--- src/rtl/seq_pattern_tx.sv ---
// Serial pattern transmitter: accepts parallel words over valid/ready, shifts them
// out one bit per clock with optional inter-word gap, flags 1111/1001 windows.
//
// Ports:
//   clk        sole clock, rising edge
//   rst        asynchronous active-low reset
//   in_data    word to transmit (WIDTH bits)
//   in_valid   in_data valid
//   in_ready   word accepted on cycle where in_valid & in_ready
//   out        registered serial bit
//   out_valid  out carries a data bit this cycle
//   hit        out_valid & last 4 emitted bits == 1111 or 1001
//   done       pulse on the cycle carrying a word's last bit

module seq_pattern_tx #(
    parameter int   WIDTH     = 8,
    parameter int   GAP       = 0,
    parameter int   MSB_FIRST = 1,
    parameter logic IDLE_BIT  = 1'b0
) (
    input  logic             clk,
    input  logic             rst,
    input  logic [WIDTH-1:0] in_data,
    input  logic             in_valid,
    output logic             in_ready,
    output logic             out,
    output logic             out_valid,
    output logic             hit,
    output logic             done
);

    localparam int CW = (WIDTH > 1) ? $clog2(WIDTH) : 1;
    localparam int GW = (GAP > 1) ? $clog2(GAP + 1) : 1;
    localparam logic [CW-1:0] LAST  = CW'(WIDTH - 1);
    localparam logic [GW-1:0] GLAST = GW'((GAP > 0) ? GAP - 1 : 0);

    typedef enum logic [1:0] {
        S_IDLE,
        S_SHIFT,
        S_GAP
    } state_t;

    state_t           state;
    state_t           state_n;
    logic [WIDTH-1:0] sreg;
    logic [CW-1:0]    cnt;
    logic [GW-1:0]    gcnt;
    logic [2:0]       hist;
    logic             out_q;
    logic             last;
    logic             hs;
    logic             load;
    logic             adv;
    logic             first_bit;
    logic             next_bit;

    // sreg holds the bits not yet on 'out', aligned so the next one
    // sits at the end that is transmitted first.
    function automatic logic [WIDTH-1:0] shl(input logic [WIDTH-1:0] v);
        return (MSB_FIRST != 0) ? (v << 1) : (v >> 1);
    endfunction

    assign last      = (cnt == LAST);
    assign first_bit = (MSB_FIRST != 0) ? in_data[WIDTH-1] : in_data[0];
    assign next_bit  = (MSB_FIRST != 0) ? sreg[WIDTH-1] : sreg[0];
    assign hs        = in_valid & in_ready;

    always_ff @(posedge clk or negedge rst) begin
        if (!rst) begin
            state <= S_IDLE;
        end else begin
            state <= state_n;
        end
    end

    always_comb begin
        state_n   = state;
        load      = 1'b0;
        adv       = 1'b0;
        in_ready  = 1'b0;
        out_valid = 1'b0;
        done      = 1'b0;
        unique case (state)
            S_IDLE: begin
                in_ready = rst;
                if (hs) begin
                    load    = 1'b1;
                    state_n = S_SHIFT;
                end
            end
            S_SHIFT: begin
                out_valid = 1'b1;
                done      = last;
                in_ready  = rst & last & (GAP == 0);
                if (!last) begin
                    adv = 1'b1;
                end else if (hs) begin
                    load = 1'b1;
                end else if (GAP != 0) begin
                    state_n = S_GAP;
                end else begin
                    state_n = S_IDLE;
                end
            end
            S_GAP: begin
                if (gcnt == GLAST) begin
                    state_n = S_IDLE;
                end
            end
            default: state_n = S_IDLE;
        endcase
    end

    always_ff @(posedge clk or negedge rst) begin
        if (!rst) begin
            sreg  <= '0;
            cnt   <= '0;
            gcnt  <= '0;
            hist  <= 3'b000;
            out_q <= IDLE_BIT;
        end else begin
            // only real data bits enter the history
            if (out_valid) begin
                hist <= {hist[1:0], out_q};
            end
            if (load) begin
                sreg  <= shl(in_data);
                out_q <= first_bit;
                cnt   <= '0;
            end else if (adv) begin
                sreg  <= shl(sreg);
                out_q <= next_bit;
                cnt   <= cnt + 1'b1;
            end else begin
                out_q <= IDLE_BIT;
                cnt   <= '0;
            end
            if (state == S_GAP && state_n == S_GAP) begin
                gcnt <= gcnt + 1'b1;
            end else begin
                gcnt <= '0;
            end
        end
    end

    assign out = out_q;
    assign hit = out_valid &
                 (({hist, out_q} == 4'b1111) || ({hist, out_q} == 4'b1001));

endmodule

--- config.mk ---
export PLATFORM = sky130hd
export DESIGN_NAME = seq_pattern_tx
export DESIGN_NICKNAME = d
export VERILOG_FILES = /design/src/rtl/seq_pattern_tx.sv
export SDC_FILE = /design/constraint.sdc
export NUM_CORES = 1
export LEC_CHECK = 0
export BUFFER_PORTS_ARGS = -buffer_cell sky130_fd_sc_hd__buf_2
export CAP_MARGIN = 20
export CORE_ASPECT_RATIO = 1.25
export CORE_MARGIN = 2
export CORE_UTILIZATION = 46
export CTS_CLUSTER_DIAMETER = 40
export DETAILED_ROUTE_END_ITERATION = 7
export PLACE_DENSITY = 0.72
export REMOVE_ABC_BUFFERS = 1
export SYNTH_ARGS = -nofsm -noshare
export SYNTH_HDL_FRONTEND = slang
export SYNTH_SLANG_ARGS = --single-unit
--- constraint.sdc ---
create_clock -name clk -period 1.5 [get_ports clk]
set_input_delay 0.15 -clock clk [delete_from_list [all_inputs] [get_ports clk]]
set_output_delay 0.15 -clock clk [all_outputs]
set_load 0.01 [all_outputs]
# --- Yosys cells after proc, flatten, opt, wreduce, memory -nomap -nowiden ---
# Cells that the tools add are included.
word_totals:
  inputBits: 11
  output_inout_bits: 5
  register_bits: 18
op_classes:
  eq_ne: 6
  reduce_logical: 4
  bitwise_logic: 3
  n_addsub: 2
  n_mux: 20
op_table:
  columns: ["op", "count"]
  rows:
  - ["$mux 8", 2]
  - ["$mux 1", 9]
  - ["$eq 4x4->1 const B", 2]
  - ["$mux 2", 4]
  - ["$mux 3", 2]
  - ["$pmux 2 s3", 1]
  - ["$eq 2x2->1 const B", 2]
  - ["$pmux 1 s2", 2]
  - ["$add 3x1->3 const B", 1]
  - ["$and 1x1->1", 3]
  - ["$eq 3x3->1 const B", 1]
  - ["$eq 2x1->1 const B", 1]
  - ["$logic_not 2->1", 1]
  - ["$reduce_bool 2->1", 1]
  - ["$add 1x1->1 const B", 1]
  - ["$logic_and 1x1->1", 1]
  - ["$logic_or 1x1->1", 1]

# --- Longest topological paths before layout ---
# Gate-level depths: netlist (run 1).
depth:
  ltp_word: 10
  depth_mapped: 6
  mapped_depth_nobuf: 5

# --- Least setup slack after synthesis (run 1) ---
# Ideal clock, no wire load.
synth_path:
  path_kind: "register to register"
  from: "register cnt[0]"
  to: "register sreg[6]"
  stages_incl_launch_ff: 7
  required_time_ns: 1.374
  setup_ns: 0.126
  synth_period_minus_slack_ns: 1.639
  slack_ns: -0.139
  path_buffers: 1
  t_arrival_ns: 1.513
  cell_sequence: "dfrtp_1 ha_1 ha_1 nand2b_4 and3_4 buf_6 a221o_1"
synth_between:
  elab_chain_len: 8
  word_cells_on_any_way: 11
  classes_between: "eq/ne (1); mux (7); bitwise (2); reduce/logical (1)"
synth_rtl:
  columns: ["item", "line_no", "rtl"]
  rows:
  - ["start, declared", "46", "logic [CW-1:0] cnt;"]
  - ["start signal, assigned", "133", "cnt <= cnt + 1'b1;"]
  - ["$eq 3x3->1 (*)", "63", "assign last = (cnt == LAST);"]
  - ["$and 1x1->1", "94", "in_ready = rst & last & (GAP == 0);"]
  - ["$pmux 1 s2", "83", "unique case (state)"]
  - ["$and 1x1->1", "66", "assign hs = in_valid & in_ready;"]
  - ["$mux 1", "86, 97", null]
  - ["$mux 1", "95", "if (!last) begin"]
  - ["$pmux 1 s2", "83", null]
  - ["$mux 8 or $reduce_bool 2->1 (tied branches)", null, null]
  - ["end signal, assigned", "127", "sreg <= shl(in_data);"]
  - ["end signal, assigned", "131", "sreg <= shl(sreg);"]
  - ["end, declared", "45", "logic [WIDTH-1:0] sreg;"]
# Every way passes the cells marked *; elsewhere a longest branch is shown, timed or not.
# A chain may end at the register's enable or synchronous reset.

# --- Worst setup path after layout (run 1) ---
layout_path:
  from: "register cnt[0]"
  to: "output port in_ready"
layout_between:
  elab_chain_len: 3
layout_rtl:
  columns: ["item", "line_no", "rtl"]
  rows:
  - ["$eq 3x3->1", "63", null]
  - ["$and 1x1->1", "94", null]
  - ["$pmux 1 s2", "83", null]
  - ["end, declared", "25", "output logic in_ready,"]
# Every way passes these cells.

==> run summary, run 1 <==
Complex-gate fraction of the synthesized area - 9.887%
CP Buf/Inv Count - 2
Required @ worst endpoint - 1350 ps
Sink Count - 17
Clk_lat worst skew - 290 ps
Layout Nets - 101
Status - complete, but fails checks
Endpoints failing hold - 0
CTS H-Tree Depth - 1
First-pass GRT wire length - 2.132 mm
Post-synthesis sequential area ratio - 55.11%
Routed len/inst - 13.78 microns
Chip width - 40.64 microns
CP max-delay cell - dfrtp_1
Synth top area share - 55.11%
Post-Syn Area per Cell - 13.08 sq um
Count of final setup violators - 9
Setup ws final - -208.5 ps
MaxCap Viol Count - 0
Ant. Diodes - 0
Max incr delay on CP - 420 ps
Adder-Cell Fraction of Synth Area - 3.241%
Boundary pin count - 16
DRT antenna net count - 0
Flops & latches, synth - 17
Clock Skew - 8.157 ps
Dpl hpwl - 1.007 mm
Design Power - 0.001911 W
Pwr Density - 1832 mW/mm^2
Fmax - 585.3 MHz
Worst hold path type - primary input to register
CP Data Arrival Time - 1560 ps
Clock Tree Root - clkbuf_4
Synth Cell Area - 772.0 sq um
Slew Limit Fails - 0
CP Capture Type - output port
RSZ-0062 raised after global routing - true
Final RePlAce weighted congestion - 0.6919
Peak supply drop - 0.9667 mV
Reg2Reg Launch Point - cnt[0]$_DFF_PN0_
Gr usage total - 15.34%
Clock Pin Slew Worst Setup and Hold Paths - 100 ps
Simple-gate share of the synthesized area - 18.96%
Final worst-path cycle share - 113.9%
Largest net degree at the start of global routing - 18
CTS tree - built
DIE AREA - 0.002024 sq mm
Core Footprint - 0.001582 sq mm
Vias in the first global route - 483
# placed instances - 95
Yosys warnings - 0
Share of layout cells above drive strength 1 - 54.02%
Count of cell types in the netlist - 25
Via density - 5.038
Initial antenna violation count - 0
DR vias - 529
Placement Rows - 16
CTS Buffer Depth - 2
Iteration count of the initial detailed-routing pass - 4
Worst Path Class, Setup - register to output port
Layout Cells excl Fill - 105
Gate Count Post-Synth - 59
Die height - 49.80 microns
Startpoint types - register
Synth Area in XOR/XNOR - 1.135%
Layout area overhead - 35.17%
Largest family of logic cells by synthesized area - simple AND/OR/NAND/NOR gates
Iter 0 DRT Violations - 10
Delay-heaviest family, CP - flip-flops
CTS Buf Count - 3
Critical Path Fanout Max - 3
Remaining DRCs - 0
Global route overflow - 0
Number of port buffers - 15
Failing checks - setup timing
Initial Utilization - 48.81%
Hold Crit Start - in_data[7]
Fillers - 119
Synth area leaders - dfrtp_1, a221o_1, and2_1
Leakage - 0.5150 nW
Post-Route WL - 1.447 mm
Multiplexer share of the synthesized area - 7.131%
Worst setup path startpoint - cnt[0]$_DFF_PN0_
Crit-path cells - ha_4 -> ha_4 -> nand2b_4 -> buf_6 -> and2_4 -> buf_6
Min Tclk post-route - 1709 ps
Synth area leader - dfrtp_1
-- cells in the mapped netlist --
library cell,number
and2_2,2
nand3_1,1
ha_1,2
and2_1,7
mux2_1,1
nor2b_1,3
buf_6,2
a221o_1,5
nand2b_4,1
nand2_1,1
mux2i_1,1
dfrtp_1,17
a22o_1,1
nor3b_2,1
a31oi_2,1
buf_2,1
mux2_2,3
inv_1,1
and3_4,1
nor2b_2,1
nor2_1,2
o21ai_1,1
nand4_1,1
xor2_1,1
conb_1,1
-- power breakdown --
group | switching, W | leakage [nW] | internal, W
registers | 0.000115 | 0.219 | 0.000624
logic | 0.000354 | 0.281 | 0.000578
clock network | 0.000137 | 0.0150 | 0.000103
total | 0.000606 | 0.515 | 0.00131
-- routing by layer --
layer	vias up	wire length (microns)	track usage [%]
met4	0	13	5.000
met5	-	0	0
li1	262	-	-
met2	16	756	23.81
met3	2	86	3.604
met1	249	591	20.35
-- cell families (layout without fill, tap and decap cells) --
group / after synthesis / after routing
AO/OA/AOI/OAI: 8 / 8
buffers and inverters: 4 / 32
AND/OR/NAND/NOR: 21 / 21
other: 1 / 1
XOR/XNOR: 1 / 1
multiplexers: 5 / 5
adder cells (fa/ha/maj): 2 / 2
flip-flops: 17 / 17
-- layout by cell type, fill, tap and decap left out, drive strengths merged --
master       synthesis  final
buf                  3     26
dfrtp               17     17
and2                 9      9
a221o                5      5
mux2                 4      4
clkbuf               0      4
nor2b                4      4
ha                   2      2
nor2                 2      2
nand2                1      1
nand2b               1      1
nor3b                1      1
a31oi                1      1
inv                  1      1
nand3                1      1
xor2                 1      1
and3                 1      1
a22o                 1      1
mux2i                1      1
nand4                1      1
o21ai                1      1
conb                 1      1
dlygate4sd3          0      1
-- state kept, by name, indices dropped and copies added, names as in the netlist --
signal and flops:
hist 3, sreg 7, cnt 3, state 2
gcnt 1, out 1
-- metrics by stage --
step	util, %	TNS (ps)	hold WS, ps	instance area (sq um)	setup slack [ps]
floorplan	-	-1286	-145.6	744.5	-212.2
global placement	56.09	-741.2	121.5	887.1	-154.0
detailed placement	56.09	-1123	123.2	887.1	-189.5
CTS	62.34	-1202	76.15	985.9	-188.8
global route	65.98	-1909	70.16	1044	-275.3
finish	65.98	-1279	77.56	1044	-208.5
-- cell type report --
class	count	area (sq um)	share of cell area, %
Inverter	1	3.754	0.3597
Multi-Input combinational cell	38	376.6	36.09
Tap cell	18	22.52	2.158
Timing Repair Buffer	27	188.9	18.11
Sequential cell	17	425.4	40.77
Clock buffer	4	26.28	2.518
-- path summary, 6_finish.rpt --
| path | to | slack (ps) | depth (start not counted) |
|---|---|---|---|
| setup / recovery | in_ready | -210 | 6 |
| min in group asynchronous | cnt[1]$_DFF_PN0_ | 340 | 3 |
| hold / removal | out$_DFF_PN0_ | 80 | 2 |
| max in group asynchronous | hist[0]$_DFFE_PN0P_ | 970 | 3 |
| setup reg to reg | sreg[2]$_DFFE_PN0P_ | -170 | 6 |
| hold reg to reg | state[1]$_DFF_PN0_ | 490 | 2 |
-- repair_timing --
action | in CTS | in global routing
gates cloned | 0 | 0
pin swaps | 8 | 7
setup buffers | 2 | 3
setup endpoints to repair | 12 | 15
hold buffers | 1 | 0
resized for setup | 10 | 8
hold endpoints to repair | 17 | 0
Note: power is estimated with default switching activity, not from simulation.
==> inputs of run 2 (changes only) <==
Settings changed: CELL_PAD_IN_SITES_DETAIL_PLACEMENT set to 1, CELL_PAD_IN_SITES_GLOBAL_PLACEMENT set to 2, CORE_UTILIZATION 46 to 31, PLACE_DENSITY 0.72 to not set, PLACE_DENSITY_LB_ADDON set to 0.1.
==> run 2 against run 1 <==
The flow still finishes with violations (setup timing). Core utilization down 22 points. Worst setup slack better by 11 ps. Cell area up 0.36%. First-iteration DRC count down 50%. Power down 3.9%. Cell count up 14%. Global-route usage down 3.4 points. Largest cell class unchanged. Clock power up 4%. Clock-buffer cell count down 1. Sequential cell count unchanged. Via count up 4.3%. Critical path depth unchanged.
==> run summary, run 2 (synthesis results as in run 1) <==
Status - complete, but fails checks
Failing checks - setup timing
Number of port buffers - 15
Core Footprint - 0.002402 sq mm
Share of layout cells above drive strength 1 - 54.02%
RSZ-0062 raised after global routing - true
Layout area overhead - 35.66%
Setup ws final - -197.2 ps
Clk_lat worst skew - 290 ps
Layout Cells excl Fill - 120
Commonest non-fill, non-tap cell in the layout - dfrtp_1
Peak supply drop - 0.5772 mV
Dpl hpwl - 1.068 mm
CTS tree - built
Top reg by flops - sreg
Regs by FF count - sreg: 7 flops, cnt: 3 flops, hist: 3 flops
Global route overflow - 0
CP Buf/Inv Count - 2
Remaining DRCs - 0
Iter 0 DRT Violations - 5
Via density - 4.600
Delay-heaviest family, CP - flip-flops
MaxCap Viol Count - 0
Boundary pin count - 16
Final worst-path cycle share - 113.1%
Pwr Density - 1753 mW/mm^2
Worst hold path type - primary input to register
Chip width - 48.64 microns
First-pass GRT wire length - 2.484 mm
Worst Path Class, Setup - register to output port
Placement Rows - 20
Sink Count - 17
Vias in the first global route - 576
Endpoints failing hold - 0
Max reg flops - 7
CP Data Arrival Time - 1550 ps
CP max-delay cell - dfrtp_1
Design Power - 0.001836 W
Iteration count of the initial detailed-routing pass - 3
DRT antenna net count - 0
Crit-path cells - ha_2 -> ha_4 -> nand2b_4 -> buf_6 -> and2_4 -> buf_2
Critical Path Fanout Max - 2
Fmax - 589.2 MHz
Clock Skew - 3.849 ps
DIE AREA - 0.002908 sq mm
Initial Utilization - 32.14%
Fin util - 43.59%
Layout Nets - 101
Slew Limit Fails - 0
Max incr delay on CP - 390 ps
Gr usage total - 11.96%
Final RePlAce weighted congestion - 0.6072
Clock Pin Slew Worst Setup and Hold Paths - 100 ps
CP Capture Type - output port
Initial antenna violation count - 0
CTS H-Tree Depth - 1
Die height - 59.80 microns
Clock Tree Root - clkbuf_4
DR vias - 552
Largest net degree at the start of global routing - 18
Min Tclk post-route - 1697 ps
CTS Buffer Depth - 2
Post-Route WL - 1.538 mm
CTS Buf Count - 3
Most frequent cells in the layout - dfrtp_1, buf_2, buf_4
Startpoint types - register
# placed instances - 109
Count of final setup violators - 10
Routed len/inst - 12.82 microns
Required @ worst endpoint - 1350 ps
Ant. Diodes - 0
Leakage - 0.5136 nW
==> run 2: worst reg2reg max path: cells and delay by family, from the launching register on <==
family          cells  cell delay [ps]
simple gates        1              200
buf+inv             2              250
fa+ha+maj           2              350
flops               1              390
compound gates      2              390
==> run 2: metal layers <==
layer	global-route usage, %	part of all wire (%)	up-vias
met3	1.500	2.8	4
met1	12.56	41	274
li1	-	-	261
met2	21.14	54	13
met4	11.02	2.5	0
met5	0	0	-
==> run 2: per-stage QoR <==
stage	area, sq um	hold WS, ps	worst slack (ps)	setup TNS [ps]
after floorplan	744.5	-145.6	-212.2	-1286
after global placement	898.4	126.4	-147.4	-906.3
after detailed placement	898.4	129.1	-179.2	-1168
after CTS	992.2	79.33	-218.1	-1909
after global routing	1047	86.82	-281.7	-2258
final	1047	93.23	-197.2	-1423
==> run 2: report_power, final <==
group | leakage [nW] | internal (W) | total (W) | switching, W
clock | 0.0177 | 0.0000992 | 0.000250 | 0.000150
sequential | 0.217 | 0.000625 | 0.000727 | 0.000102
combinational | 0.279 | 0.000527 | 0.000859 | 0.000332
==> run 2: area by class of cell <==
class | instances | area [sq um]
clock buffer | 3 | 22.52
clock inverter | 1 | 5.005
fill | 283 | 1355
inverter | 1 | 3.754
multi-input combinational | 38 | 357.8
sequential | 17 | 427.9
tap | 33 | 41.29
timing repair buffer | 27 | 188.9
==> run 2: worst paths after layout <==
check                                  from             endpoint  slack, ps  cells past startpoint
setup / recovery           cnt[0]$_DFF_PN0_             in_ready       -200                      6
hold / removal                   in_data[0]  sreg[1]$_DFFE_PN0P_         90                      2
setup reg to reg           cnt[0]$_DFF_PN0_  sreg[6]$_DFFE_PN0P_       -190                      7
hold reg to reg              gcnt$_DFF_PN0_   state[1]$_DFF_PN0_        500                      2
max in group asynchronous               rst   state[1]$_DFF_PN0_        960                      3
min in group asynchronous               rst  sreg[6]$_DFFE_PN0P_        340                      3
==> run 2: timing repair <==
action / 4_1_cts / 5_1_grt
hold endpoints to repair: 17 / 0
setup buffers: 3 / 3
resized for setup: 6 / 10
setup endpoints to repair: 12 / 15
pin swaps: 3 / 6
hold buffers: 1 / 0
==> inputs of run 3 (changes only) <==
Settings changed: CORE_UTILIZATION 31 to 34.
Clock period 1.5 ns to 1.8 ns, I/O delays scaled along.
==> run 3 against run 2 <==
The flow now finishes without violations. Global-route usage grew 0.27 points. Clock power is 20% lower. Via count fell by 9.4%.
==> run summary, run 3 (synthesis results as in run 1) <==
CTS tree - built
Gr usage total - 12.23%
FF+latch area - 425.4 sq um
Fmax - 595.7 MHz
MaxCap Viol Count - 0
Number of port buffers - 15
Vias in the first global route - 525
Layout Cells excl Fill - 110
Iter 0 DRT Violations - 6
Post-placement cell area - 873.3 sq um
First-pass GRT wire length - 2.332 mm
Iteration count of the initial detailed-routing pass - 3
Placement Rows - 19
Sink Count - 17
Dpl hpwl - 984.1 microns
Multi-input logic area - 317.8 sq um
Required @ worst endpoint - 1620 ps
CTS Buffer Depth - 2
Final RePlAce weighted congestion - 0.6395
Ant. Diodes - 0
Global route overflow - 0
Hold WS - 113.7 ps
Worst Path Class, Setup - register to output port
Worst hold path type - primary input to register
Leakage - 0.4569 nW
Max reg flops - 7
Clk_lat worst skew - 280 ps
Initial Utilization - 35.30%
Endpoints failing hold - 0
Die height - 57.28 microns
R2R setup slack - 150 ps
DIE AREA - 0.002670 sq mm
# placed instances - 104
Layout Nets - 93
Clock Skew - 5.488 ps
Layout area overhead - 19.12%
Clock Tree Root - clkbuf_4
Post-route cell area - 919.6 sq um
CP Data Arrival Time - 1500 ps
Top reg by flops - sreg
Final worst-path cycle share - 93.26%
Peak supply drop - 0.5475 mV
Critical Path Fanout Max - 4
Slew Limit Fails - 0
DR vias - 500
Setup ws final - 121.4 ps
Clock Pin Slew Worst Setup and Hold Paths - 90 ps
Initial antenna violation count - 0
Remaining DRCs - 0
Largest net degree at the start of global routing - 18
Post-Route WL - 1.370 mm
Share of layout cells above drive strength 1 - 40.51%
CP Capture Type - output port
Pwr Density - 1413 mW/mm^2
DRT antenna net count - 0
CTS H-Tree Depth - 1
Fillers - 249
Most frequent cells in the layout - dfrtp_1, buf_2, and2_1, a221o_1
Commonest non-fill, non-tap cell in the layout - dfrtp_1
CTS Buf Count - 3
Routed len/inst - 12.45 microns
Post-Route Setup TNS - 0 ps
Min Tclk post-route - 1679 ps
Via density - 4.545
Startpoint types - register
Regs by FF count - sreg: 7 flops, cnt: 3 flops, hist: 3 flops
Core Footprint - 0.002187 sq mm
Count of final setup violators - 0
Chip width - 46.62 microns
Boundary pin count - 16
Status - finished clean
RSZ-0062 raised after global routing - false
Pre-CTS setup slack - 114.0 ps
==> run 3: changes by cell type in the layout (fill, tap and decap cells not counted), moves of 2 or more <==
cell	before	now
buf_6	5	0
buf_4	7	3
and2_1	5	7
and2_4	2	0
dfrtp_1	15	17
dfrtp_2	2	0
==> run 3: cell type report <==
type	instances	share of cell area, %
flip-flops and latches	17	46.26
multi-input cells	38	34.56
repair buffers	19	11.70
well taps	31	4.218
clock buffers	4	2.857
inverters	1	0.4082
==> run 3: final timing paths <==
check                                       from                  end  cells after the start
min in group asynchronous                    rst  sreg[6]$_DFFE_PN0P_                      3
worst min-delay path                  in_data[0]  sreg[1]$_DFFE_PN0P_                      2
max in group asynchronous                    rst  hist[1]$_DFFE_PN0P_                      3
worst max register to register  cnt[0]$_DFF_PN0_  sreg[1]$_DFFE_PN0P_                      6
worst max-delay path            cnt[0]$_DFF_PN0_             in_ready                      5
worst min register to register    gcnt$_DFF_PN0_   state[1]$_DFF_PN0_                      2
==> run 3: worst max-delay path, cell delays in order, from the launching register on <==
cell and delay, ps:
dfrtp_1 390, ha_1 200, ha_2 190, nand2b_4 160, and2_1 150, buf_2 130
==> run 3: repair_timing <==
action / 4_1_cts / 5_1_grt
hold endpoints to repair: 17 / 0
buffers inserted: 0 / 1
hold buffers: 1 / 0
gates resized for setup: 0 / 1
setup endpoints to repair: 0 / 1
==> run 3: per-stage QoR <==
step,total power [W],utilization [%]
finish,0.001300,42.05
global route,0.001421,42.05
CTS,0.001316,41.59
detailed placement,0.001098,39.93
global placement,0.001090,39.93
floorplan,0.0009368,-
==> run 3: where the power goes <==
group | switching, W | internal (W) | total (W)
Sequential | 0.0000819 | 0.000519 | 0.000601
Combinational | 0.000228 | 0.000272 | 0.000500
Clock | 0.000113 | 0.0000859 | 0.000199
==> run 3: metal layers <==
layer | routed length (microns) | track usage (%) | vias to the layer above
met3 | 69 | 4.430 | 0
met2 | 679 | 18.65 | 11
met5 | 0 | 0 | -
li1 | - | - | 243
met1 | 620 | 14.98 | 246
met4 | 0 | 5.952 | 0
